[src/rtl/wb_port_arbiter.sv]
// wb_port_arbiter: shares the register-file write port between the MEM/WB
// writeback and an attached IP block.
// - The pipeline has priority.
// - IP results wait in a small FIFO and drain in idle writeback slots.
// - A starvation guard forces one FIFO drain, stalling the pipeline for one
//   cycle, when the FIFO has gone ungranted for STARVE_MAX cycles.
// Optional feature: define WB_ARB_BYPASS_EN to write an IP result straight
// to the register file when the FIFO is empty and the pipeline is idle.
module wb_port_arbiter #(
    parameter int unsigned DATA_W     = 32,
    parameter int unsigned ADDR_W     = 5,
    parameter int unsigned DEPTH      = 4,
    parameter int unsigned STARVE_MAX = 8
) (
    input  logic                       clk,
    input  logic                       rst,
    input  logic                       pipe_wr_valid,
    input  logic [ADDR_W-1:0]          pipe_wr_addr,
    input  logic [DATA_W-1:0]          pipe_wr_data,
    input  logic                       ip_wr_valid,
    input  logic [ADDR_W-1:0]          ip_wr_addr,
    input  logic [DATA_W-1:0]          ip_wr_data,
    output logic                       ip_wr_ready,
    output logic                       pipe_stall,
    output logic                       rf_we,
    output logic [ADDR_W-1:0]          rf_waddr,
    output logic [DATA_W-1:0]          rf_wdata,
    output logic [$clog2(DEPTH):0]     buf_count
);

    localparam int unsigned PTR_W = $clog2(DEPTH);
    localparam int unsigned CNT_W = $clog2(DEPTH) + 1;
    localparam int unsigned STV_W = $clog2(STARVE_MAX + 1);

    typedef enum logic {
        ST_NORMAL = 1'b0,
        ST_FORCE  = 1'b1
    } state_e;

    state_e              state_q, state_d;
    logic [CNT_W-1:0]    count_q, count_d;
    logic [PTR_W-1:0]    rd_ptr_q, rd_ptr_d;
    logic [PTR_W-1:0]    wr_ptr_q, wr_ptr_d;
    logic [STV_W-1:0]    starve_q, starve_d;
    logic [ADDR_W-1:0]   addr_mem_q [DEPTH];
    logic [ADDR_W-1:0]   addr_mem_d [DEPTH];
    logic [DATA_W-1:0]   data_mem_q [DEPTH];
    logic [DATA_W-1:0]   data_mem_d [DEPTH];
    logic                rf_we_q, rf_we_d;
    logic [ADDR_W-1:0]   rf_waddr_q, rf_waddr_d;
    logic [DATA_W-1:0]   rf_wdata_q, rf_wdata_d;

    logic fifo_empty, fifo_full;
    logic ip_accept, ip_store, ip_enq;
    logic grant_pipe, grant_fifo, grant_byp;

    assign fifo_empty  = (count_q == '0);
    assign fifo_full   = (count_q == CNT_W'(DEPTH));
    // Readiness depends only on occupancy, never on a same-cycle drain.
    assign ip_wr_ready = !rst && !fifo_full;
    assign ip_accept   = ip_wr_valid && ip_wr_ready;
    // Writes to register 0 complete the handshake but are dropped.
    assign ip_store    = ip_accept && (ip_wr_addr != '0);

    assign pipe_stall = (state_q == ST_FORCE);
    assign rf_we      = rf_we_q;
    assign rf_waddr   = rf_waddr_q;
    assign rf_wdata   = rf_wdata_q;
    assign buf_count  = count_q;

    // Grant selection, FIFO/starvation bookkeeping and next-state logic.
    always_comb begin
        grant_pipe = 1'b0;
        grant_fifo = 1'b0;
        grant_byp  = 1'b0;
        state_d    = ST_NORMAL;
        count_d    = count_q;
        rd_ptr_d   = rd_ptr_q;
        wr_ptr_d   = wr_ptr_q;
        starve_d   = starve_q;
        addr_mem_d = addr_mem_q;
        data_mem_d = data_mem_q;
        rf_we_d    = 1'b0;
        rf_waddr_d = rf_waddr_q;
        rf_wdata_d = rf_wdata_q;

        case (state_q)
            ST_NORMAL: begin
                if (pipe_wr_valid) begin
                    grant_pipe = 1'b1;
                end else if (!fifo_empty) begin
                    grant_fifo = 1'b1;
                end else begin
`ifdef WB_ARB_BYPASS_EN
                    grant_byp = ip_store;
`else
                    grant_byp = 1'b0;
`endif
                end
                // Forced drain once the head has waited STARVE_MAX cycles.
                if (!fifo_empty && !grant_fifo
                    && (starve_q == STV_W'(STARVE_MAX - 1))) begin
                    state_d = ST_FORCE;
                end
            end
            ST_FORCE: begin
                grant_fifo = !fifo_empty;
                state_d    = ST_NORMAL;
            end
            default: state_d = ST_NORMAL;
        endcase

        ip_enq = ip_store && !grant_byp;

        if (ip_enq) begin
            addr_mem_d[wr_ptr_q] = ip_wr_addr;
            data_mem_d[wr_ptr_q] = ip_wr_data;
            wr_ptr_d             = wr_ptr_q + PTR_W'(1);
        end
        if (grant_fifo) begin
            rd_ptr_d = rd_ptr_q + PTR_W'(1);
        end
        if (ip_enq && !grant_fifo) begin
            count_d = count_q + CNT_W'(1);
        end else if (!ip_enq && grant_fifo) begin
            count_d = count_q - CNT_W'(1);
        end

        if (fifo_empty || grant_fifo) begin
            starve_d = '0;
        end else if (starve_q != STV_W'(STARVE_MAX)) begin
            starve_d = starve_q + STV_W'(1);
        end

        if (grant_pipe) begin
            rf_we_d    = 1'b1;
            rf_waddr_d = pipe_wr_addr;
            rf_wdata_d = pipe_wr_data;
        end else if (grant_fifo) begin
            rf_we_d    = 1'b1;
            rf_waddr_d = addr_mem_q[rd_ptr_q];
            rf_wdata_d = data_mem_q[rd_ptr_q];
        end else if (grant_byp) begin
            rf_we_d    = 1'b1;
            rf_waddr_d = ip_wr_addr;
            rf_wdata_d = ip_wr_data;
        end
    end

    // State, FIFO and write-port registers; reset discards buffered results.
    always_ff @(posedge clk or posedge rst) begin
        if (rst) begin
            state_q    <= ST_NORMAL;
            count_q    <= '0;
            rd_ptr_q   <= '0;
            wr_ptr_q   <= '0;
            starve_q   <= '0;
            rf_we_q    <= 1'b0;
            rf_waddr_q <= '0;
            rf_wdata_q <= '0;
            for (int i = 0; i < int'(DEPTH); i++) begin
                addr_mem_q[i] <= '0;
                data_mem_q[i] <= '0;
            end
        end else begin
            state_q    <= state_d;
            count_q    <= count_d;
            rd_ptr_q   <= rd_ptr_d;
            wr_ptr_q   <= wr_ptr_d;
            starve_q   <= starve_d;
            rf_we_q    <= rf_we_d;
            rf_waddr_q <= rf_waddr_d;
            rf_wdata_q <= rf_wdata_d;
            addr_mem_q <= addr_mem_d;
            data_mem_q <= data_mem_d;
        end
    end

endmodule

[config.mk]
export PLATFORM = sky130hd
export DESIGN_NAME = wb_port_arbiter
export DESIGN_NICKNAME = d
export VERILOG_FILES = /design/src/rtl/wb_port_arbiter.sv
export SDC_FILE = /design/constraint.sdc
export NUM_CORES = 1
export LEC_CHECK = 0
export ABC_AREA = 0
export CAP_MARGIN = 20
export CORE_MARGIN = 3
export CORE_UTILIZATION = 30
export CTS_BUF_LIST = sky130_fd_sc_hd__clkbuf_16
export CTS_CLUSTER_DIAMETER = 60
export DETAILED_ROUTE_END_ITERATION = 7
export GPL_ROUTABILITY_DRIVEN = 1
export MAX_ROUTING_LAYER = met4
export RECOVER_POWER = 100
export SLEW_MARGIN = 20
export SYNTH_ARGS = -nofsm -noshare
export SYNTH_HDL_FRONTEND = slang
export SYNTH_SLANG_ARGS = --single-unit
export TNS_END_PERCENT = 5
[constraint.sdc]
create_clock -name clk -period 13.7 [get_ports clk]
set_clock_uncertainty 0.05 [all_clocks]
set_input_delay 2.74 -clock clk [delete_from_list [all_inputs] [get_ports clk]]
set_output_delay 2.74 -clock clk [all_outputs]
set_load 0.1 [all_outputs]
==> results.md <==
| Stage | Item | Reported |
|---|---|---|
| critical path | Highest net fanout along the worst path | 127 |
| logic synthesis | Async set-reset flop share out of synthesis | 100% |
| clock tree | Source-to-sink clock delay at the later pin of the worst-skew pair | 0.42 ns |
| clock tree | Clock Tree Buf Depth | 2 |
| floorplan | Die X-Extent | 178 um |
| flow run | Number of violations of the max-capacitance limit | 8 |
| critical path | Series of cell instances along the critical path | dlygate4sd3_1 -> clkinvlp_2 |
| floorplan | Area of the die | 31800 um2 |
| power and ir drop | PD cells | 262 nW/um2 |
| sta | RSZ-0062 raised after global routing | no |
| floorplan | Die outline height | 178 um |
| sta | TNS Setup | 0 ns |
| logic synthesis | Avg Synthesized Cell Area | 15.4 um2 |
| worst hold path | Number of cells on the worst hold path | 1 |
| sta | Relative slew slack | -281% |
| critical path | Delay of the slowest cell on the worst path | 3.14 ns |
| power and ir drop | Relative contribution of sequential cells to total power | 38.6% |
| sta | Final worst path period need | 7.74 ns |
| critical path | Element type at the critical path end | asynchronous set/reset pin |
| sta | Final-report hold violation count | 0 |
| critical path | Critical Path Start Type | input pin |
| drt | Residual DRC count | 0 |
| sta | Min Hold Slack | 0.438 ns |
| power and ir drop | Reported net switching power | 1.15 mW |
| clock tree | Hold Buf Count CTS | 0 |
| global routing | Antenna violations before repair | 0 |
| logic synthesis | Post-synthesis sequential area ratio | 55.6% |
| critical path | Buf+Inv Stages, Crit Path | 2 |
| logic synthesis | Dominant synthesized flop cell | sky130_fd_sc_hd__dfrtp_1 |
| drt | First-iteration detailed-routing DRC count | 184 |
| logic synthesis | Number of nets produced by synthesis | 666 |
| critical path | Critical Setup Path Class | in -> async |
| cells and area | Area taken by multi-input logic gates | 3420 um2 |
| clock tree | CTS buffer count | 17 |
| power and ir drop | Fraction of power consumed by the clock network | 18.0% |
| clock tree | Clock transition at the register clock pins on the worst setup and hold paths after CTS | 0.08 ns |
| logic synthesis | Total of flip-flops plus latches after synthesis | 198 |
| global routing | Via count of the first global-routing pass | 5438 |
| global routing | First-pass GRT wire length | 30400 um |
| cells and area | Sequential cell area in the final layout | 4960 um2 |
| sta | Final cycle utilization of the critical path | 56.5% |
| sta | Count of pins over their slew limit | 401 |
| power and ir drop | Internal power component | 1.65 mW |
| cells and area | Final Net Count | 776 |
| drt | Routed Antenna Nets | 0 |
| power and ir drop | Total power | 2.80 mW |
| logic synthesis | Most area-hungry cell type in the Yosys netlist | sky130_fd_sc_hd__dfrtp_1 |
| worst hold path | Path category of the worst min-delay check | reg -> reg |
| logic synthesis | Fraction of synthesized cell area taken by the top area cell type | 55.6% |
| clock tree | Quantity of gates resized following cts | 0 |
| cells and area | Number of diodes added for antenna fixing | 0 |
| clock tree | Number of buffers added for setup after CTS | 0 |
| sta | Slew @ Worst Pin | 5.68 ns |
| critical path | Path depth of the worst reg2reg path | 9 |
| cells and area | Filler Cells Inserted | 2876 |
| floorplan | Initial Util | 30.7% |
| logic synthesis | Distinct cells, synth | 30 |
| critical path | Required time of the critical path | 12.54 ns |
| clock tree | Clock Root Buffer | sky130_fd_sc_hd__clkbuf_16 |
| global routing | GRT Overall Usage | 12.8% |
| drt | Via density | 4.61 |
| drt | Total via count in the routed design | 5015 |
| drt | Total length of routed wires | 18900 um |
| cells and area | Share of cells above drive strength 1 | 23.2% |
| power and ir drop | Cell leakage power | 4.41 nW |
| logic synthesis | Post-Syn Instances | 580 |
| power and ir drop | Worst IR drop on VDD | 0.000129 V |
| placed design | Number of port buffers | 120 |
| logic synthesis | Cells taking the most area after synthesis | sky130_fd_sc_hd__dfrtp_1, sky130_fd_sc_hd__mux2_4, sky130_fd_sc_hd__mux2_2 |
| cells and area | Highest-count cells in the layout ignoring fill and taps | sky130_fd_sc_hd__dfrtp_1, sky130_fd_sc_hd__mux2_2, sky130_fd_sc_hd__nor2_1 |
| sta | Total setup violations reported at the end of the flow | 0 |
| floorplan | Top Ports | 121 |
| cells and area | Most common cell after layout, fill and taps aside | sky130_fd_sc_hd__dfrtp_1 |
| floorplan | Placeable core area | 29000 um2 |
| logic synthesis | Cell area after synthesis | 8920 um2 |
| placed design | Final RePlAce weighted congestion | 0.665 |
| global routing | GRT overflow | 0 |
| drt | Post-detailed-route wirelength per cell | 17.4 um |
| outcome | Violations in the final reports | capacitance limit, slew limit |
| floorplan | Std cell rows | 62 |
| critical path | Cell count along the critical path | 2 |
| critical path | Largest delay contributor family on the critical path | buffers and inverters |
| global routing | Maximum number of pins on one net before global-route repair | 128 |
| logic synthesis | Total number of yosys warnings | 0 |
| drt | Count of TritonRoute iterations in the first routing pass | 4 |
| logic synthesis | Count of flip-flops with a built-in enable after synthesis | 0 |
| power and ir drop | Fraction of power consumed by combinational cells | 43.4% |
| sta | Maximum frequency from static timing analysis | 129 MHz |
| outcome | Outcome | complete, but fails checks |
| clock tree | TritonCTS clock tree | done |
| cells and area | Area growth from synthesis to final layout | 19.7% |
| power and ir drop | Sw Share | 41.0% |
| critical path | Crit path DAT | 6.58 ns |
| placed design | Post-DP HPWL | 11000 um |
| clock tree | CTS Sinks | 198 |
| critical path | Crit-path slowest cell | sky130_fd_sc_hd__clkinvlp_2 |
| clock tree | Level count of the clock H-tree | 4 |
[metrics by stage]
step	instances	setup WS [ns]	cell area [um2]	utilization, %
2_1_floorplan	580	5.51	8920	-
6_report	1087	5.96	10700	36.8
4_1_cts	1087	6.06	11000	37.8
3_3_place_gp	1055	6.07	10400	35.8
3_5_place_dp	1055	6.07	10400	35.8
5_1_grt	1087	4.75	10700	36.8
[kinds of logic after synthesis]
logic type | after synthesis | share of synthesized area [%]
XOR/XNOR | 8 | 0.786
buffers and inverters | 39 | 3.14
AO/OA/AOI/OAI | 39 | 2.83
flip-flops | 198 | 55.6
adder cells (fa/ha/maj) | 8 | 1.21
multiplexers | 188 | 31.1
AND/OR/NAND/NOR | 100 | 5.33
[power by group through the flow]
stage	clock network [mW]	logic, mW	registers (mW)
floorplan	0	0.693	1.44
global route	0.546	1.29	1.12
finish	0.503	1.21	1.08
detailed placement	0	1.34	1.10
CTS	0.525	1.34	1.09
global placement	0	1.32	1.09
[registers in the layout, summed over array words and instances, names as in the netlist]
name / flops
rf_waddr: 5
buf_count: 3
data_mem_q: 128
starve_q: 4
addr_mem_q: 20
rd_ptr_q: 2
rf_wdata: 32
rf_we: 1
wr_ptr_q: 2
pipe_stall: 1
[worst paths after layout]
kind	start	endpoint	slack, ns
hold reg to reg	starve_q[3]	pipe_stall	0.44
setup / recovery	rst	rd_ptr_q[0]	5.96
min in group asynchronous	rst	wr_ptr_q[1]	4.53
max in group clk	rst	ip_wr_ready	6.08
setup reg to reg	pipe_stall	buf_count[2]	8.99
hold / removal	starve_q[3]	pipe_stall	0.44
[routing by layer]
metal  wire length (um)  part of all wire, %  track usage (%)
met1               9010                   48             17.0
met2               9000                   48             20.0
met3                745                  3.9             2.70
met4                165                 0.87             3.21
met5                  0                    0                -
[cell type report]
class,count,area share (%)
clock buffers,17,3.98
inverters,6,0.223
repair buffers,124,11.4
flip-flops and latches,198,46.4
multi-input cells,343,32.0
clock inverters,15,1.43
well taps,384,4.50
[synth_stat cells (2+ instances only)]
master,n
sky130_fd_sc_hd__nand4_4,4
sky130_fd_sc_hd__buf_6,15
sky130_fd_sc_hd__dfrtp_1,198
sky130_fd_sc_hd__o22ai_1,37
sky130_fd_sc_hd__inv_1,6
sky130_fd_sc_hd__mux4_2,37
sky130_fd_sc_hd__xor2_1,3
sky130_fd_sc_hd__buf_1,3
sky130_fd_sc_hd__buf_2,7
sky130_fd_sc_hd__buf_4,3
sky130_fd_sc_hd__mux2_2,85
sky130_fd_sc_hd__nand2b_1,4
sky130_fd_sc_hd__xnor2_1,5
sky130_fd_sc_hd__ha_1,7
sky130_fd_sc_hd__mux2_4,65
sky130_fd_sc_hd__nor2_1,80
sky130_fd_sc_hd__clkbuf_1,4
sky130_fd_sc_hd__nand3_1,2
sky130_fd_sc_hd__nand2_1,3
sky130_fd_sc_hd__nor3_1,2
(Power assumes the default switching activity.)
